<file path="config.mk">
export PLATFORM = sky130hd
export DESIGN_NAME = writeback_arbiter
export DESIGN_NICKNAME = d
export VERILOG_FILES = /design/src/rtl/writeback_arbiter.sv
export SDC_FILE = /design/constraint.sdc
export NUM_CORES = 1
export LEC_CHECK = 0
export ABC_AREA = 0
export BUFFER_PORTS_ARGS = -buffer_cell sky130_fd_sc_hd__clkbuf_2
export CORE_MARGIN = 2
export CORE_UTILIZATION = 40
export DETAILED_ROUTE_END_ITERATION = 16
export PLACE_DENSITY = 0.6
export RECOVER_POWER = 50
export SETUP_SLACK_MARGIN = 0.5
export SYNTH_ARGS = -nofsm -noshare
export SYNTH_HDL_FRONTEND = slang
export SYNTH_SLANG_ARGS = --single-unit
</file>
<file path="constraint.sdc">
create_clock -name clk -period 7.3 [get_ports clk]
set_clock_uncertainty 0.2 [all_clocks]
set_input_delay 1.095 -clock clk [delete_from_list [all_inputs] [get_ports clk]]
set_output_delay 1.095 -clock clk [all_outputs]
set_load 0.005 [all_outputs]
</file>
<file path="src/rtl/writeback_arbiter.sv">
// writeback_arbiter: sole driver of the register-file write port.
// Pipeline writeback passes through with zero latency; long-latency results
// (MUL/DIV, late loads) are queued in a small FIFO and drained into idle
// write-port cycles. A pending-destination scoreboard is kept for the hazard unit.
// Ports:
//   clk, rst                     clock, synchronous active-low reset
//   RegWriteW, RDW, ResultW      W-stage writeback request
//   issue_valid, issue_rd        multi-cycle op issued by decode
//   lr_valid/lr_ready, lr_rd, lr_data   long-result enqueue handshake
//   WE3, A3, WD3                 register-file write port (combinational)
//   busy_mask                    outstanding long-result destinations
//   stall_req                    ask for a bubble so the FIFO can drain
//   sb_err                       sticky: issue to an already-busy register
package writeback_arbiter_pkg;
  localparam int unsigned REG_W  = 5;
  localparam int unsigned DATA_W = 32;

  typedef struct packed {
    logic [REG_W-1:0]  rd;
    logic [DATA_W-1:0] data;
  } lr_entry_t;
endpackage

module writeback_arbiter
  import writeback_arbiter_pkg::*;
#(
  parameter int unsigned DEPTH        = 4,
  parameter int unsigned STARVE_LIMIT = 8
) (
  input  logic              clk,
  input  logic              rst,
  input  logic              RegWriteW,
  input  logic [REG_W-1:0]  RDW,
  input  logic [DATA_W-1:0] ResultW,
  input  logic              issue_valid,
  input  logic [REG_W-1:0]  issue_rd,
  input  logic              lr_valid,
  output logic              lr_ready,
  input  logic [REG_W-1:0]  lr_rd,
  input  logic [DATA_W-1:0] lr_data,
  output logic              WE3,
  output logic [REG_W-1:0]  A3,
  output logic [DATA_W-1:0] WD3,
  output logic [31:0]       busy_mask,
  output logic              stall_req,
  output logic              sb_err
);

  localparam int unsigned PTR_W = $clog2(DEPTH);
  localparam int unsigned CNT_W = PTR_W + 1;
  localparam int unsigned STV_W = $clog2(STARVE_LIMIT + 1);

  lr_entry_t         mem [DEPTH];
  logic [PTR_W-1:0]  wr_ptr;
  logic [PTR_W-1:0]  rd_ptr;
  logic [CNT_W-1:0]  count;
  logic [STV_W-1:0]  starve_cnt;
  logic [31:0]       busy_q;
  logic [31:0]       busy_nxt;
  logic              sb_err_q;

  lr_entry_t         head;
  logic              pwb;
  logic              nonempty;
  logic              push;
  logic              pop;
  logic              blocked;

  assign head     = mem[rd_ptr];
  assign pwb      = RegWriteW && (RDW != '0);
  assign nonempty = (count != '0);
  // lr_ready is forced low during reset so nothing is accepted then.
  assign lr_ready = rst && (count < CNT_W'(DEPTH));
  assign push     = lr_valid && lr_ready;
  assign pop      = !pwb && nonempty;
  assign blocked  = pwb && nonempty;

  assign busy_mask = busy_q;
  assign sb_err    = sb_err_q;
  assign stall_req = rst && (starve_cnt == STV_W'(STARVE_LIMIT));

  // Write-port mux: pipeline first, then FIFO head; rd=0 entries drain silently.
  always_comb begin
    WE3 = 1'b0;
    A3  = '0;
    WD3 = '0;
    if (rst) begin
      if (pwb) begin
        WE3 = 1'b1;
        A3  = RDW;
        WD3 = ResultW;
      end else if (nonempty) begin
        WE3 = (head.rd != '0);
        A3  = head.rd;
        WD3 = head.data;
      end
    end
  end

  // Scoreboard next value: clear on pop, then set on issue so set wins.
  always_comb begin
    busy_nxt = busy_q;
    if (pop && (head.rd != '0)) busy_nxt[head.rd] = 1'b0;
    if (issue_valid && (issue_rd != '0)) busy_nxt[issue_rd] = 1'b1;
    busy_nxt[0] = 1'b0;
  end

  // FIFO storage; contents need no reset since count gates every read.
  always_ff @(posedge clk) begin
    if (push) mem[wr_ptr] <= '{rd: lr_rd, data: lr_data};
  end

  // Pointers, occupancy, scoreboard, starvation counter and error flag.
  always_ff @(posedge clk) begin
    if (!rst) begin
      wr_ptr     <= '0;
      rd_ptr     <= '0;
      count      <= '0;
      busy_q     <= '0;
      starve_cnt <= '0;
      sb_err_q   <= 1'b0;
    end else begin
      if (push) wr_ptr <= wr_ptr + PTR_W'(1);
      if (pop)  rd_ptr <= rd_ptr + PTR_W'(1);
      count  <= count + CNT_W'(push) - CNT_W'(pop);
      busy_q <= busy_nxt;
      if (issue_valid && (issue_rd != '0) && busy_q[issue_rd]) sb_err_q <= 1'b1;
      if (!blocked) begin
        starve_cnt <= '0;
      end else if (starve_cnt != STV_W'(STARVE_LIMIT)) begin
        starve_cnt <= starve_cnt + STV_W'(1);
      end
    end
  end

endmodule

</file>
==> impl_metrics.env <==
export IMPL_h_tree_depth=4
export IMPL_hpwl_mm=11.76
export IMPL_final_hold_viol_count=0
export IMPL_syn_cell_area_um2=8003
export IMPL_cp_required_ns=6.00
export IMPL_status="complete, no violations"
export IMPL_slowest_stage="nor2_4"
export IMPL_grt_pass1_vias=5172
export IMPL_synth_fp_nets=598
export IMPL_syn_to_final_growth_pct=18.90
export IMPL_cts_root_buf="clkbuf_16"
export IMPL_wl_per_cell_um=19.30
export IMPL_tightest_slew_ns=1.222
export IMPL_synthArstFlopShare=0
export IMPL_chipWidth_um=145.4
export IMPL_start_util=0.4098
export IMPL_critPathKind="input pin to primary output"
export IMPL_avgSynthCellArea_um2=15.82
export IMPL_cts_resized=0
export IMPL_track_usage=0.1734
export IMPL_ys_types=47
export IMPL_final_nets=747
export IMPL_finalCritPeriodShare=0.7230
export IMPL_cts_sinks=193
export IMPL_p_per_area_nw_per_um2=291.5
export IMPL_clkTransAtPathRegs_ns=0.07
export IMPL_yosys_register_bits=193
export IMPL_fin_setup_tns_ns=0
export IMPL_grtUsageMet2=0.2969
export IMPL_ir_drop_mv=0.1749
export IMPL_path_cells="clkbuf_1, inv_1, nor2_4, a22o_1, clkbuf_2"
export IMPL_rsz0062_at_grt="false"
export IMPL_cp_arrival_ns=3.98
export IMPL_setup_violations_final=0
export IMPL_die_h_um=145.4
export IMPL_via_per_inst=5.378
export IMPL_num_rows=51
export IMPL_antenna_found_initial=1
export IMPL_use_met1=0.2171
export IMPL_cts_tree="built"
export IMPL_critPathBufInv=3
export IMPL_drt_initial_drc_count=273
export IMPL_critPathCaptureType="primary output"
export IMPL_vias=5018
export IMPL_grt_max_degree=38
export IMPL_gr_usage_met3=0.04451
export IMPL_drive_above_1_share=0.2859
export IMPL_ant_nets=0
export IMPL_grt_pass1_wl_mm=28.21
export IMPL_synth_enable_flop_cells=148
export IMPL_placeableCoreArea_um2=19530
export IMPL_cp_start_kind="input pin"
export IMPL_clock_latency_ns=0.43
export IMPL_place_gp_congestion=0.8077
export IMPL_min_period_ns=5.278
export IMPL_path_max_fanout=36
export IMPL_hold_path_class="flip-flop to flip-flop"
export IMPL_cts_buffers=17
export IMPL_routed_wirelength_mm=18.01
export IMPL_design_die_area_um2=21150
export IMPL_cts_setup_buffers=0
export IMPL_cap_violations=0
export IMPL_fmax_mhz=189.5
export IMPL_overflow=0
export IMPL_synthCells=506
export IMPL_slew_viol_final=0
export IMPL_relSlewSlack=0.1840
export IMPL_grt_busiest_layer="met2"
export IMPL_pin_count=157
export IMPL_antennaDiodeCount=0
export IMPL_clk_path_buf_depth=2
export IMPL_p_leak_nw=3.255
export IMPL_yosys_warnings=0
export IMPL_remaining_drc_errors=0
export IMPL_crit_path_max_incr_delay_ns=0.89
export IMPL_synthFlopType="edfxtp_1"
export IMPL_synth_seq_area_share=0.6679
export IMPL_p_total_mw=2.773
export IMPL_path_delay_family="buffers and inverters"
export IMPL_port_buffers=155
export IMPL_cts_hold_buffers_added=0
export IMPL_dr_pass1_iters=5
==> logic make-up after synthesis <==
kind of cell,Yosys count,share of synthesized area
buffers and inverters,37,0.02126
AOI/OAI and AO/OA,112,0.09772
adders and majority gates,8,0.01345
muxes,47,0.1263
and+or+nand+nor,101,0.06520
other,1,0.0004686
xor gates and xnor gates,7,0.007661
DFF,193,0.6679
==> flip-flops by register name, indices dropped and copies added, names as in the netlist, named ones only <==
signal      flops
rd_ptr          2
busy_mask      31
count           3
mem           148
starve_cnt      4
sb_err          1
wr_ptr          2
==> layer usage <==
metal	part of all wire	vias up
met5	0.00061	-
met4	0.0091	2
met3	0.062	14
met2	0.50	171
met1	0.43	2513
li1	-	2318
==> path summary, 6_finish.rpt <==
check | startpoint | to | slack (ns) | cells after the start
setup / recovery | rst | WD3[6] | 2.02 | 5
hold / removal | busy_mask[6]$_SDFF_PN0_ | busy_mask[6]$_SDFF_PN0_ | 0.31 | 2
hold reg to reg | busy_mask[6]$_SDFF_PN0_ | busy_mask[6]$_SDFF_PN0_ | 0.31 | 2
setup reg to reg | flip-flop | busy_mask[25]$_SDFF_PN0_ | 3.60 | 6
==> Yosys cell counts (5+ instances only) <==
library cell / instances / area share
clkbuf_1: 11 / 0.0052
nand3_1: 10 / 0.0063
ha_1: 7 / 0.011
nand2_1: 28 / 0.013
o21ai_0: 29 / 0.018
a22o_1: 36 / 0.039
dfxtp_1: 45 / 0.11
inv_1: 8 / 0.0038
and3_1: 5 / 0.0039
nor2_1: 22 / 0.010
o211ai_1: 14 / 0.013
nand2b_1: 6 / 0.0047
mux4_2: 43 / 0.12
buf_2: 13 / 0.0081
edfxtp_1: 148 / 0.56
nand3b_1: 6 / 0.0056
nor2b_1: 7 / 0.0055
a21oi_1: 19 / 0.012
==> worst reg2reg max path, delay by kind of cell (launching register included) <==
family                 cells  cell delay (ns)
muxes                      1             0.69
and+or+nand+nor            1             0.42
buffers and inverters      2             0.67
DFF                        1             1.13
AOI/OAI and AO/OA          2             0.47
==> report_power, final <==
group	leakage (nW)	internal (mW)	total (mW)	switching, mW
Combinational	1.26	0.263	0.553	0.289
Sequential	1.71	1.24	1.30	0.0599
Clock	0.287	0.488	0.921	0.432
==> cell type report <==
type,count,area (µm²)
Clock buffer,17,425.4
Fill cell,1711,10010
Sequential cell,193,5346
Multi-Input combinational cell,276,2487
Inverter,9,33.78
Timing Repair Buffer,158,729.5
Clock inverter,15,161.4
Tap cell,265,331.6
==> per-stage QoR <==
stage	instance area [µm²]	hold WS (ns)	worst slack (ns)	instances	util
floorplan	8003	0.2619	3.569	506	-
finish	9515	0.3070	2.022	933	0.4873
global placement	9011	0.2716	2.733	901	0.4615
detailed placement	9011	0.2968	2.667	901	0.4615
global route	9515	0.3363	1.740	933	0.4873
CTS	9598	0.3066	2.600	933	0.4915
==> cell usage in the layout, fill, tap and decap left out, types with 6 or more instances in the layout <==
cell type	netlist	routed
a21oi_1	19	19
a22o_1	36	36
clkbuf_1	11	52
clkbuf_16	0	17
clkbuf_2	0	103
dfxtp_1	45	44
edfxtp_1	148	148
ha_1	7	7
inv_1	8	9
mux4_2	43	43
nand2_1	28	28
nand2b_1	6	6
nand3_1	10	10
nand3b_1	6	6
nor2_1	22	21
nor2b_1	7	7
o211ai_1	14	14
o21ai_0	29	30
(Power assumes the default switching activity.)
